`src/rtl/student_fir_result_combiner_pkg.sv`:
```
// Shared types and helpers for the FIR result combiner: FSM encoding,
// accumulator width and saturation bounds.
package student_fir_comb_pkg;

    typedef enum logic [2:0] {
        IDLE,
        COLLECT,
        SUM,
        SCALE,
        PUSH
    } comb_state_t;

    // Room for NUM_FIR signed addends, never narrower than one extra bit.
    function automatic int unsigned sum_width(input int unsigned w, input int unsigned n);
        return (n > 1) ? w + $clog2(n) : w + 1;
    endfunction

    function automatic longint sat_hi(input int unsigned w);
        return (64'sd1 <<< (w - 1)) - 64'sd1;
    endfunction

    function automatic longint sat_lo(input int unsigned w);
        return -(64'sd1 <<< (w - 1));
    endfunction

endpackage

```
`src/rtl/student_fir_result_combiner_if.sv`:
```
// Sample stream toward the audio output: FIFO head, not-empty and consumer ready.
interface student_fir_result_combiner_if #(
    parameter int unsigned DATA_SIZE = 16
);
    logic [DATA_SIZE-1:0] sample_o;
    logic                 valid_o;
    logic                 ready_i;

    modport master (output sample_o, output valid_o, input ready_i);
    modport slave  (input sample_o, input valid_o, output ready_i);
endinterface

```
`src/rtl/student_fwft_fifo.sv`:
```
// First-word-fall-through FIFO: head is always visible on data_o while not empty.
module student_fwft_fifo #(
    parameter int unsigned WIDTH = 16,
    parameter int unsigned DEPTH = 4
) (
    input  logic             clk_i,
    input  logic             rst_ni,
    input  logic             push_i,
    input  logic [WIDTH-1:0] data_i,
    input  logic             pop_i,
    output logic [WIDTH-1:0] data_o,
    output logic             empty_o,
    output logic             full_o
);
    localparam int unsigned PTR_W = (DEPTH > 1) ? $clog2(DEPTH) : 1;

    logic [WIDTH-1:0] mem_q [DEPTH];
    logic [PTR_W-1:0] wr_q, rd_q;
    logic [PTR_W:0]   cnt_q;
    logic             wr_en, rd_en;

    assign empty_o = (cnt_q == '0);
    assign full_o  = (cnt_q == (PTR_W+1)'(DEPTH));
    assign rd_en   = pop_i && !empty_o;
    // A push into a full FIFO is accepted only when the head leaves the same cycle.
    assign wr_en   = push_i && (!full_o || rd_en);
    assign data_o  = mem_q[rd_q];

    always_ff @(posedge clk_i or negedge rst_ni) begin
        if (!rst_ni) begin
            for (int unsigned i = 0; i < DEPTH; i++) mem_q[i] <= '0;
            wr_q  <= '0;
            rd_q  <= '0;
            cnt_q <= '0;
        end else begin
            if (wr_en) begin
                mem_q[wr_q] <= data_i;
                wr_q        <= (wr_q == PTR_W'(DEPTH - 1)) ? '0 : wr_q + 1'b1;
            end
            if (rd_en) rd_q <= (rd_q == PTR_W'(DEPTH - 1)) ? '0 : rd_q + 1'b1;
            if (wr_en && !rd_en)      cnt_q <= cnt_q + 1'b1;
            else if (rd_en && !wr_en) cnt_q <= cnt_q - 1'b1;
        end
    end
endmodule

```
`src/rtl/student_fir_result_combiner.sv`:
```
// Collects one partial result per FIR slice, sums, rescales with rounding and
// saturation, and queues the sample toward the audio output.
module student_fir_result_combiner
    import student_fir_comb_pkg::*;
#(
    parameter int unsigned NUM_FIR           = 4,
    parameter int unsigned DATA_SIZE_FIR_OUT = 32,
    parameter int unsigned DATA_SIZE         = 16,
    parameter int unsigned FIFO_DEPTH        = 4,
    parameter int unsigned TIMEOUT_CYCLES    = 2048
) (
    input  logic                                 clk_i,
    input  logic                                 rst_ni,
    input  logic [NUM_FIR-1:0]                   valid_strobe_in,
    input  logic [NUM_FIR*DATA_SIZE_FIR_OUT-1:0] y_in,
    input  logic [5:0]                           shift_i,
    input  logic                                 clear_i,
    student_fir_result_combiner_if.master        out_if,
    output logic                                 busy_o,
    output logic                                 overflow_o,
    output logic                                 missing_o,
    output logic                                 fifo_drop_o
);
    localparam int unsigned SUM_W  = sum_width(DATA_SIZE_FIR_OUT, NUM_FIR);
    localparam int unsigned RND_W  = SUM_W + 1;
    localparam int unsigned LANE_W = (NUM_FIR > 1) ? $clog2(NUM_FIR) : 1;
    localparam int unsigned TMR_W  = (TIMEOUT_CYCLES > 1) ? $clog2(TIMEOUT_CYCLES) : 1;
    localparam logic signed [RND_W-1:0] SAT_HI = RND_W'(sat_hi(DATA_SIZE));
    localparam logic signed [RND_W-1:0] SAT_LO = RND_W'(sat_lo(DATA_SIZE));

    comb_state_t state_q, state_d;

    logic [NUM_FIR-1:0]           strobe_q, edge_w, mask_q;
    logic [DATA_SIZE_FIR_OUT-1:0] cap_q [NUM_FIR];
    logic [TMR_W-1:0]             timer_q;
    logic [LANE_W-1:0]            lane_q;
    logic signed [SUM_W-1:0]      acc_q, lane_val;
    logic [DATA_SIZE-1:0]         sample_q, scaled;
    logic                         push_q, clip_w;
    logic                         mask_all_w, timeout_w, last_lane_w;
    logic                         collect_en, sum_en, scale_en, push_en, lost_w;
    logic [5:0]                   shift_c;
    logic signed [RND_W-1:0]      rnd_w, shifted_w;
    logic                         fifo_full, fifo_empty, fifo_pop;

    assign edge_w      = valid_strobe_in & ~strobe_q;
    assign mask_all_w  = ((mask_q | edge_w) == '1);
    assign timeout_w   = (timer_q == TMR_W'(TIMEOUT_CYCLES - 1));
    assign last_lane_w = (lane_q == LANE_W'(NUM_FIR - 1));

    always_ff @(posedge clk_i or negedge rst_ni) begin
        if (!rst_ni) state_q <= IDLE;
        else         state_q <= state_d;
    end

    always_comb begin
        state_d = state_q;
        unique case (state_q)
            IDLE:    if (|edge_w) state_d = mask_all_w ? SUM : COLLECT;
            COLLECT: if (mask_all_w || timeout_w) state_d = SUM;
            SUM:     if (last_lane_w) state_d = SCALE;
            SCALE:   state_d = PUSH;
            PUSH:    state_d = IDLE;
            default: state_d = IDLE;
        endcase
    end

    always_comb begin
        collect_en = (state_q == IDLE) || (state_q == COLLECT);
        sum_en     = (state_q == SUM);
        scale_en   = (state_q == SCALE);
        push_en    = (state_q == PUSH);
        busy_o     = (state_q != IDLE);
        lost_w     = (|edge_w) && (sum_en || scale_en || push_en);
    end

    // Lanes that never arrived contribute zero.
    assign lane_val = mask_q[lane_q] ? SUM_W'(signed'(cap_q[lane_q])) : '0;

    always_comb begin
        shift_c   = (shift_i > 6'(SUM_W - 1)) ? 6'(SUM_W - 1) : shift_i;
        rnd_w     = RND_W'(acc_q) + ((shift_c != '0) ? (RND_W'(1) << (shift_c - 6'd1)) : '0);
        shifted_w = rnd_w >>> shift_c;
        clip_w    = 1'b0;
        scaled    = shifted_w[DATA_SIZE-1:0];
        if (shifted_w > SAT_HI) begin
            scaled = SAT_HI[DATA_SIZE-1:0];
            clip_w = 1'b1;
        end else if (shifted_w < SAT_LO) begin
            scaled = SAT_LO[DATA_SIZE-1:0];
            clip_w = 1'b1;
        end
    end

    always_ff @(posedge clk_i or negedge rst_ni) begin
        if (!rst_ni) begin
            strobe_q <= '0;
            mask_q   <= '0;
            timer_q  <= '0;
            lane_q   <= '0;
            acc_q    <= '0;
            sample_q <= '0;
            push_q   <= 1'b0;
            for (int unsigned i = 0; i < NUM_FIR; i++) cap_q[i] <= '0;
        end else begin
            strobe_q <= valid_strobe_in;
            push_q   <= push_en;
            timer_q  <= (state_q == COLLECT) ? timer_q + 1'b1 : '0;
            if (collect_en) begin
                for (int unsigned i = 0; i < NUM_FIR; i++)
                    if (edge_w[i] && !mask_q[i])
                        cap_q[i] <= y_in[i*DATA_SIZE_FIR_OUT +: DATA_SIZE_FIR_OUT];
                mask_q <= mask_q | edge_w;
            end else if (push_en) begin
                mask_q <= '0;
            end
            if (sum_en) begin
                acc_q  <= acc_q + lane_val;
                lane_q <= last_lane_w ? '0 : lane_q + 1'b1;
            end else if (push_en) begin
                acc_q <= '0;
            end
            if (scale_en) sample_q <= scaled;
        end
    end

    // The FIFO write lands one cycle after PUSH; drop is judged in that cycle.
    always_ff @(posedge clk_i or negedge rst_ni) begin
        if (!rst_ni) begin
            overflow_o  <= 1'b0;
            missing_o   <= 1'b0;
            fifo_drop_o <= 1'b0;
        end else begin
            if (scale_en && clip_w) overflow_o <= 1'b1;
            else if (clear_i)       overflow_o <= 1'b0;
            if ((state_q == COLLECT && timeout_w && !mask_all_w) || lost_w) missing_o <= 1'b1;
            else if (clear_i)                                               missing_o <= 1'b0;
            if (push_q && fifo_full && !fifo_pop) fifo_drop_o <= 1'b1;
            else if (clear_i)                     fifo_drop_o <= 1'b0;
        end
    end

    assign fifo_pop       = !fifo_empty && out_if.ready_i;
    assign out_if.valid_o = !fifo_empty;

    student_fwft_fifo #(
        .WIDTH (DATA_SIZE),
        .DEPTH (FIFO_DEPTH)
    ) u_fifo (
        .clk_i   (clk_i),
        .rst_ni  (rst_ni),
        .push_i  (push_q),
        .data_i  (sample_q),
        .pop_i   (fifo_pop),
        .data_o  (out_if.sample_o),
        .empty_o (fifo_empty),
        .full_o  (fifo_full)
    );
endmodule

```
`src/flat_wrapper.sv`:
```
// flat-port wrapper written by rule: the top's interface ports become plain ports
module student_fir_result_combiner_flat import student_fir_comb_pkg::*;
#(
    parameter int unsigned NUM_FIR           = 4,
    parameter int unsigned DATA_SIZE_FIR_OUT = 32,
    parameter int unsigned DATA_SIZE         = 16,
    parameter int unsigned FIFO_DEPTH        = 4,
    parameter int unsigned TIMEOUT_CYCLES    = 2048
)
  (clk_i, rst_ni, valid_strobe_in, y_in, shift_i, clear_i, busy_o, overflow_o, missing_o, fifo_drop_o, out_if_sample_o, out_if_valid_o, out_if_ready_i);
  student_fir_result_combiner_if #(.DATA_SIZE(DATA_SIZE)) out_if_i ();
  input  logic clk_i;
  input  logic rst_ni;
  input  logic [NUM_FIR-1:0] valid_strobe_in;
  input  logic [NUM_FIR*DATA_SIZE_FIR_OUT-1:0] y_in;
  input  logic [5:0] shift_i;
  input  logic clear_i;
  output logic busy_o;
  output logic overflow_o;
  output logic missing_o;
  output logic fifo_drop_o;
  output wire logic [$bits(out_if_i.sample_o)-1:0] out_if_sample_o;
  output wire logic [$bits(out_if_i.valid_o)-1:0] out_if_valid_o;
  input wire logic [$bits(out_if_i.ready_i)-1:0] out_if_ready_i;
  assign out_if_sample_o = out_if_i.sample_o;
  assign out_if_valid_o = out_if_i.valid_o;
  assign out_if_i.ready_i = out_if_ready_i;
  student_fir_result_combiner #(.NUM_FIR(NUM_FIR), .DATA_SIZE_FIR_OUT(DATA_SIZE_FIR_OUT), .DATA_SIZE(DATA_SIZE), .FIFO_DEPTH(FIFO_DEPTH), .TIMEOUT_CYCLES(TIMEOUT_CYCLES)) u_core (.clk_i(clk_i), .rst_ni(rst_ni), .valid_strobe_in(valid_strobe_in), .y_in(y_in), .shift_i(shift_i), .clear_i(clear_i), .out_if(out_if_i), .busy_o(busy_o), .overflow_o(overflow_o), .missing_o(missing_o), .fifo_drop_o(fifo_drop_o));
endmodule
```
`config.mk`:
```
export PLATFORM = sky130hd
export DESIGN_NAME = student_fir_result_combiner_flat
export DESIGN_NICKNAME = d
export VERILOG_FILES = /design/src/rtl/student_fir_result_combiner_pkg.sv /design/src/rtl/student_fir_result_combiner_if.sv /design/src/rtl/student_fwft_fifo.sv /design/src/rtl/student_fir_result_combiner.sv /design/src/flat_wrapper.sv
export SDC_FILE = /design/constraint.sdc
export NUM_CORES = 1
export LEC_CHECK = 0
export CAP_MARGIN = 5
export CORE_ASPECT_RATIO = 1.1
export CORE_MARGIN = 2
export CORE_UTILIZATION = 25
export CTS_CLUSTER_SIZE = 28
export DETAILED_ROUTE_END_ITERATION = 10
export GPL_ROUTABILITY_DRIVEN = 1
export SYNTH_ARGS = -nofsm -noshare
export SYNTH_HDL_FRONTEND = slang
export SYNTH_SLANG_ARGS = --single-unit
```
`constraint.sdc`:
```
create_clock -name clk_i -period 8.79 [get_ports clk_i]
set_input_delay 1.758 -clock clk_i [delete_from_list [all_inputs] [get_ports clk_i]]
set_output_delay 1.758 -clock clk_i [all_outputs]
set_load 0.01 [all_outputs]
```
Word level (Yosys, flattened, before mapping):

Index checks and enable logic that the tools add are counted.

* $add $sub $neg: 9
* $lt $le $gt $ge: 8
* equal/unequal tests: 13
* shift-type cells: 2
* mux-type cells: 37
* bitwise operators: 6
* reductions and logical operators: 48

Operators by type and width (number)
* 34-bit two-way mux: 3
* 16-bit two-way mux: 5
* 32-bit binary-select mux with 2-bit select: 1
* 64-bit bitwise mux: 1
* 32-bit two-way mux: 2
* 35-bit adder: 1
* 35-bit by 16-bit greater-than comparator with 1-bit output, second input constant: 1
* 35-bit by 16-bit less-than comparator with 1-bit output, second input constant: 1
* 35-bit two-way mux: 1
* 1-bit by 6-bit left shift with 35-bit output, first input constant: 1
* 35-bit by 6-bit >>> shifter with 35-bit output: 1
* 34-bit adder: 1
* 16-bit binary-select mux with 2-bit select: 1
* 16-bit demux with 2-bit select: 1
* 1-bit logical AND: 16
* 3-bit two-way mux: 5
* 3-bit one-hot mux with 4 select lines: 1
* 2-bit nonzero test: 6
* 11-bit by 1-bit adder with 11-bit output, second input constant: 1
* 11-bit == test, second input constant: 1
* 11-bit two-way mux: 1
* 1-bit logical NOT: 10
* 3-bit >= comparator, second input constant: 3
* 2-bit inverter with 3-bit output: 3
* 28 further kinds: 55

* flip-flop bits (word level): 277
* bits of input ports: 142
* output and inout port bits: 21
* word-level logic and storage cells: 145

Depth between registers and ports, before layout:

Gate-level depths: netlist of the first run.

* depth in word-level cells: 12
* depth in mapped cells: 27
* mapped depth without buffers: 22

Modules after synthesis:

A second synthesis of the first run with hierarchy kept.

* cell total of the unflattened synthesis: 1870
* area total of the unflattened synthesis: 19189.7 µm²

By module, submodules not included
* student_fir_result_combiner: times used 1, cells each 1677, area an instance 15976.6 µm², seq. area each 5154.9 µm²
* student_fwft_fifo: times used 1, cells each 193, area an instance 3213.1 µm², seq. area each 1776.7 µm²

Worst setup path after synthesis of the first run:

Ideal clock, no wire load.

* kind: input port to flip-flop
* from: input shift_i[3]
* to: register u_core.sample_q[10]
* setup time: 0.080 ns
* arrival: 7.601 ns
* required time: 8.710 ns
* setup slack: 1.109 ns
* cell stages on the path: 25
* path buffers: 7
* cell sequence: clkbuf_1 -> clkinv_1 -> a41oi_1 -> or2_2 -> clkbuf_1 -> clkbuf_1 -> buf_1 -> clkbuf_1 -> nor3_1 -> ha_1 -> buf_6 -> and3_1 -> and3_1 -> o21ai_0 -> o311a_1 -> nand3_4 -> a221o_1 -> or3_4 -> a221oi_4 -> o2111ai_1 -> or4b_1 -> a221o_2 -> or2_0 -> buf_6 -> o211ai_2

* word-level cells in the longest chain between the ends: 10
* elaborated cells on any way between the ends: 12
* those cells by class: add/sub: 2; order compare: 3; shift: 2; mux: 4; reduce/logical: 1

RTL lines
* start, declared: line flat_wrapper.sv:16 `input logic [5:0] shift_i;`
* 6-bit greater-than comparator: line student_fir_result_combiner.sv:81 `shift_c = (shift_i > 6'(SUM_W - 1)) ? 6'(SUM_W - 1) : shift_i;`
* 6-bit two-way mux (*): line student_fir_result_combiner.sv:81
* 6-bit by 1-bit subtractor with 6-bit output: line student_fir_result_combiner.sv:82 `rnd_w = RND_W'(acc_q) + ((shift_c != '0) ? (RND_W'(1) << (shift_c - 6'd1)) : '0);`
* 1-bit by 6-bit left shift with 35-bit output: line student_fir_result_combiner.sv:82
* 35-bit two-way mux: line student_fir_result_combiner.sv:82
* 35-bit adder: line student_fir_result_combiner.sv:82
* 35-bit by 6-bit >>> shifter with 35-bit output (*): line student_fir_result_combiner.sv:83 `shifted_w = rnd_w >>> shift_c;`
* 35-bit by 16-bit less-than comparator with 1-bit output: line student_fir_result_combiner.sv:89 `end else if (shifted_w < SAT_LO) begin`
* 16-bit two-way mux: line student_fir_result_combiner.sv:89
* 16-bit two-way mux (*): line student_fir_result_combiner.sv:86 `if (shifted_w > SAT_HI) begin`
* end signal, assigned: line student_fir_result_combiner.sv:123 `if (scale_en) sample_q <= scaled;`
* end, declared: line student_fir_result_combiner.sv:38 `logic [DATA_SIZE-1:0] sample_q, scaled;`

Every way passes the cells marked *; elsewhere a longest branch is shown, timed or not.
A chain may end at the register's enable or synchronous reset.

Worst setup path after layout of the first run:

* from: input shift_i[1]
* to: register u_core.sample_q[5]

Same word-level chain as after synthesis.

==> results of run 1 <==
==> critical path, cell delays in order <==
cell and delay (ns):
clkdlybuf4s50_1 0.67, inv_1 0.23, or3_1 0.48, or2_2 0.35
fa_1 0.42, nand2b_1 0.19, a211o_4 0.37, a2111oi_2 0.38
o21a_1 0.35, or4_4 0.20, nand3_4 0.10, a221o_1 0.37
or3_4 0.42, a221oi_4 0.35, o2111ai_1 0.18, or4b_1 0.58
a221o_2 0.45, or2_0 0.46, o211ai_2 0.26
==> routing by layer <==
layer	vias up	global-route usage, %	part of all wire [%]
li1	7123	-	-
met1	7621	19.2	44
met2	444	24.9	49
met3	58	1.84	4.9
met4	0	2.34	1.5
met5	-	0	0
==> final cells by class <==
cell class                      count  area, sq um  share of cell area (%)
Timing Repair Buffer              222         2090                    9.34
Inverter                           39          146                   0.654
Tap cell                          954         1190                    5.33
Multi-Input combinational cell   1416        11000                    49.2
Clock buffer                       42          887                    3.96
Sequential cell                   277         6930                    31.0
Clock inverter                     12          119                   0.531
==> cell usage after synthesis, drive strengths merged (12+ instances only) <==
| library cell | count | area share (%) |
|---|---|---|
| nor4 | 17 | 0.57 |
| clkbuf | 70 | 1.5 |
| or2 | 12 | 0.40 |
| and2 | 13 | 0.44 |
| a21oi | 103 | 2.8 |
| o21a | 17 | 0.69 |
| and3 | 18 | 0.61 |
| nor3 | 30 | 0.84 |
| nor2 | 147 | 3.0 |
| o21ai | 98 | 2.6 |
| buf | 30 | 1.2 |
| xnor2 | 29 | 1.4 |
| inv | 37 | 0.75 |
| a31oi | 12 | 0.40 |
| a21o | 31 | 1.3 |
| dfrtp | 277 | 37 |
| o211ai | 33 | 1.6 |
| or3 | 18 | 0.65 |
| a211oi | 20 | 0.81 |
| nor2b | 38 | 1.3 |
| ha | 75 | 5.1 |
| nand3 | 35 | 1.0 |
| mux2i | 34 | 1.8 |
| xor2 | 29 | 1.4 |
| nand2 | 180 | 3.7 |
| mux2 | 198 | 12 |
| mux4 | 53 | 6.4 |
==> layout by cell type, fill, tap and decap left out, types with 8 or more instances in the layout <==
master	instances
clkdlybuf4s50_1	161
mux2_2	198
nor2b_1	38
nand2b_1	9
or2_2	11
nor2_1	144
a21oi_1	102
and2_1	12
a211oi_1	20
mux2i_1	34
o22ai_1	9
nand2_1	178
mux4_2	52
or3_1	15
o211ai_2	9
ha_1	75
and3_1	18
a21o_1	31
xnor2_1	29
o211ai_1	24
xor2_1	29
o2111ai_1	8
clkbuf_16	31
a31oi_1	12
o31ai_1	9
o21a_1	17
nor3_1	25
inv_1	37
dfrtp_1	276
nand3_1	34
o21ai_0	97
buf_4	59
nand4_1	10
nor4_1	17
==> where the power goes <==
part	internal [mW]	total, mW	switching (mW)
clock network	0.737	1.28	0.539
registers	1.86	2.30	0.447
logic	1.98	4.11	2.13
total	4.58	7.69	3.12
==> path summary, 6_finish.rpt <==
kind	start	depth (start not counted)	to
worst max-delay path	shift_i[1]	19	u_core.sample_q[5]
worst min-delay path	u_core.timer_q[0]	1	u_core.timer_q[0]
worst max register to register	u_core.lane_q[0]	18	u_core.acc_q[33]
worst min register to register	u_core.timer_q[0]	1	u_core.timer_q[0]
max in group asynchronous	rst_ni	2	u_core.cap_q[115]
min in group asynchronous	rst_ni	1	u_core.fifo_drop_o
==> cells by family after synthesis <==
logic type / synth area share [%]
and+or+nand+nor: 13.9
buffers and inverters: 3.57
DFF: 37.3
other: 0.0202
xor gates and xnor gates: 2.73
AOI/OAI and AO/OA: 16.9
muxes: 20.3
adders and majority gates: 5.37
==> registers in the layout, summed over array words and instances (netlist names), 3 cells and up <==
signal,count
u_core.acc_q,34
u_core.cap_q,128
u_core.mask_q,4
u_core.sample_q,16
u_core.state_q,3
u_core.strobe_q,4
u_core.timer_q,11
u_core.u_fifo.cnt_q,3
u_core.u_fifo.mem_q,64
==> results.ini, run 1 <==
[global_routing]
grt_pass1_wl_um=88900
grt_pass1_vias=15400
grt_use_total_pct=14.3
grt_max_degree=178
overflow=0
grt_antenna_before_repair=0

[placement]
portBuffers=162
dpl_cell_area_sq_um=21400
place.gp.congestion=0.939
place_ws_ns=0.241
place_hpwl_um=42300
post-place-cells=2908

[floorplanning]
start_util_pct=25.3
ioPinCount=163
std_cell_rows=104
fp.dieArea_sq_um=76500
die_w_um=264
die_h_um=290
core_area_sq_um=73400

[clocking]
worstSkewPairLatency_ns=0.59
cts-root-buf=clkbuf_16
clkSlewWorstSetupHoldPaths_ns=0.06
cts_resized=0
htree_levels=1
cts_tree=done
clock_sinks=277
cts_buffers=31
postCtsSetupBuffers=0
cts_buffer_depth=3
cts_hold_buf=0

[timing]
finClkSkew_ns=0.0356
finalWorstSetupSlack_ns=0.705
worstMarginPinSlew_ns=1.17
holdWs_ns=0.468
rsz0062_at_grt=no
finalHoldViolCount=0
drv_slew=0
min_period_ns=8.08
fin_crit_sh_pct=92.0
fmax_mhz=124
setup_tns_ns=0
max-slew-margin-rel_pct=22.3
setup_violations=0

[routing]
wl_per_cell_um=18.9
route.detailed.drc=0
postRouteAntennaNets=0
drt_iter0_drc=1180
viasPerCell=5.15
wl_um=55900
num_vias=15200
first_pass_iters=5

[logic_synthesis]
synth-main-ff-cell=dfrtp_1
synth_area_sq_um=18600
synth.distinct_cells=97
synthCells=1834
seq_area_frac_synth_pct=37.3
ys_seq_elements=277
yosys_warnings=0
synth_edf_count=0
syn_area_per_cell_sq_um=10.1
synth_async_sr_flop_share_pct=100
syn_nets=2054

[setup_path]
required_ns=9.27
cp_data_arrival_time_ns=8.56
path_max_fanout=8
start_kind=input pin
reg2reg_slack_ns=2.34
end_kind=register
crit_type=input pin to register

[finish]
post-route-cell-area_sq_um=22400
utilization_pct=30.5
layoutNonFillerInstCount=2962
area_growth_pct=20.4
nets=2207
n_fill_cell=7546
diodes=0
layout-drive-gt1-share_pct=20.8

[pwr]
total_power_mw=7.69
p_leak_nw=9.62
max-vdd-ir-drop_mv=0.172
p_per_area_nw_per_um2=344

[outcome]
outcome=finished clean

[worst_hold_path]
hp-class=register to register

[run]
max_cap_viol_count=0

Note: power is estimated with default switching activity, not from simulation.
==> run 2, diff against run 1 <==
- CORE_UTILIZATION: 25 -> 35
- SKIP_CTS_REPAIR_TIMING: not set -> 1
==> run 2 against run 1 <==
  * Clock-buffer cell count decreased by 2
  * Critical path depth down 1
  * Highest routed layer unchanged
  * Largest power group unchanged
  * Sequential power is essentially flat
  * Core utilization grew 11 points
  * Largest cell class unchanged
==> results.ini, run 2 (synthesized netlist as in run 1, its figures left out) <==
[outcome]
outcome=finished clean

[worst_hold_path]
hp-class=register to register
min_to=u_core.u_fifo.cnt_q[2]
min_path_cells=1  ; unchanged
min_from=u_core.u_fifo.cnt_q[2]

[setup_path]
required_ns=9.27  ; about the same
path_max_fanout=12  ; +4
r2r_end=u_core.acc_q[33]
start_kind=input pin
crit_type=input pin to register
cp_data_arrival_time_ns=8.51  ; -0.05 ns
end_kind=register
slowest_stage=clkdlybuf4s50_1
worstPathBufferInverterCount=1  ; -1
r2r-start=u_core.lane_q[0]
reg2reg_slack_ns=2.45  ; +0.11 ns
r2r_cells=18  ; unchanged
max_stage_delay_ns=0.66  ; about the same
crit_start=shift_i[0]
critPathTopFamily=simple AND/OR/NAND/NOR gates
path_cells=clkdlybuf4s50_1 > or3_1 > or2_2 > fa_1 > nand2b_1 > a211o_4 > a2111oi_2 > o21a_1 > or4_4 > nand3_4 > a221o_1 > or3_4 > a221oi_4 > o2111ai_1 > or4b_1 > a221o_2 > or2_0 > o211ai_2

[timing]
fmax_mhz=125  ; +0.74%
setup_tns_ns=0  ; unchanged
worstMarginPinSlew_ns=1.19  ; +0.0226 ns
fin_crit_sh_pct=91.3  ; -0.68 points
finClkSkew_ns=0.0382  ; +0.00259 ns
drv_slew=0  ; unchanged
finalHoldViolCount=0  ; unchanged
setup_violations=0  ; unchanged
rsz0062_at_grt=no
finalWorstSetupSlack_ns=0.765  ; +0.0596 ns
max-slew-margin-rel_pct=20.8  ; -1.5 points
min_period_ns=8.02  ; -0.0596 ns

[placement]
portBuffers=162  ; unchanged
place_hpwl_um=41600  ; -1.6%
place.gp.congestion=0.947  ; +0.87%
place_ws_ns=0.229  ; -0.0126 ns

[routing]
wl_per_cell_um=20.3  ; +7.6%
num_vias=15100  ; -0.96%
viasPerCell=5.63  ; +9.4%
route.detailed.drc=0  ; unchanged
drt_iter0_drc=1034  ; -12%
wl_um=54500  ; -2.6%
postRouteAntennaNets=0  ; unchanged
first_pass_iters=5  ; unchanged

[finish]
area_growth_pct=18.2
final_cell_mix=dfrtp_1 (276), mux2_2 (198), nand2_1 (178)
largest_reg_flops=128  ; unchanged
layout_commonest_cell=dfrtp_1
n_fill_cell=5116  ; -32%
utilization_pct=41.9  ; +11 points
seqCellArea_sq_um=6930  ; unchanged
top_register=u_core.cap_q
layout-drive-gt1-share_pct=20.7  ; -0.089 points
nets=2205  ; -0.091%
reg_top3=u_core.cap_q: 128 flops, u_core.u_fifo.mem_q: 64 flops, u_core.acc_q: 34 flops
multi_input_area_sq_um=11000  ; about the same
diodes=0  ; unchanged

[clocking]
htree_levels=1  ; unchanged
cts-root-buf=clkbuf_16
clkSlewWorstSetupHoldPaths_ns=0.06  ; about the same
cts_buffers=31  ; unchanged
cts_buffer_depth=3  ; unchanged
worstSkewPairLatency_ns=0.60  ; about the same
clock_sinks=277  ; unchanged
cts_tree=done

[pwr]
total_power_mw=7.60  ; -1.2%
max-vdd-ir-drop_mv=0.210  ; +23%
p_leak_nw=9.59  ; -0.39%
p_per_area_nw_per_um2=346  ; +0.62%

[floorplanning]
start_util_pct=35.5  ; +10 points
std_cell_rows=88  ; -15%
core_area_sq_um=52400  ; -29%
die_h_um=246  ; -15%
die_w_um=224  ; -15%
fp.dieArea_sq_um=54900  ; -28%
ioPinCount=163  ; unchanged

[global_routing]
grt_max_degree=77  ; -57%
grt_pass1_vias=15400  ; +0.42%
grt_use_total_pct=19.7  ; +5.4 points
overflow=0  ; unchanged
grt_antenna_before_repair=0  ; unchanged
grt_pass1_wl_um=86700  ; -2.5%

[run]
max_cap_viol_count=0  ; unchanged

[run 2: changes by cell type in the layout (fill, tap and decap cells not counted), sizes merged]
| cell | before | now |
|---|---|---|
| clkinv | 6 | 11 |
| inv | 41 | 38 |
| buf | 61 | 59 |
| clkbuf | 42 | 40 |
| clkinvlp | 3 | 4 |
[run 2: worst max-delay path by stage]
stage / cells past startpoint / to / slack (ns)
2_1_floorplan: 25 / u_core.sample_q[10] / 1.11
3_3_place_gp: 18 / u_core.sample_q[7] / 0.32
3_5_place_dp: 18 / u_core.sample_q[4] / 0.23
4_1_cts: 18 / u_core.sample_q[4] / 0.82
5_1_grt: 23 / u_core.sample_q[4] / 0.36
6_report: 18 / u_core.sample_q[10] / 0.77
[run 2: final cells by class]
cell class	count	share of cell area [%]
Inverter	39	0.666
Timing Repair Buffer	220	9.39
Clock inverter	15	0.570
Multi-Input combinational cell	1416	50.1
Clock buffer	40	3.82
Sequential cell	277	31.6
Tap cell	675	3.84
[run 2: worst register-to-register path, delay by kind of cell, from the launching register on]
family / cells / cell delay (ns)
buffers and inverters: 1 / 0.53
multiplexers: 1 / 0.61
flip-flops: 1 / 0.64
adder cells (fa/ha/maj): 1 / 0.32
AND/OR/NAND/NOR: 3 / 0.85
AO/OA/AOI/OAI: 12 / 3.31
[run 2: routing by layer]
layer / vias up / GRT usage, % / share of wire [%]
met5: - / 0 / 0
met1: 7512 / 25.1 / 43
met2: 385 / 35.7 / 51
met4: 0 / 4.71 / 2.4
met3: 81 / 2.27 / 3.9
li1: 7121 / - / -
[run 2: stage by stage]
stage / cell area (sq um) / instances / hold WS (ns)
CTS: 22000 / 2682 / 0.489
detailed placement: 21000 / 2627 / 0.464
global route: 22000 / 2682 / 0.503
finish: 22000 / 2682 / 0.492
floorplan: 18600 / 1834 / 0.433
global placement: 21000 / 2627 / 0.456
[run 2: where the power goes]
group          switching, mW  internal (mW)
clock network          0.536          0.702
registers              0.455           1.86
logic                   2.08           1.97
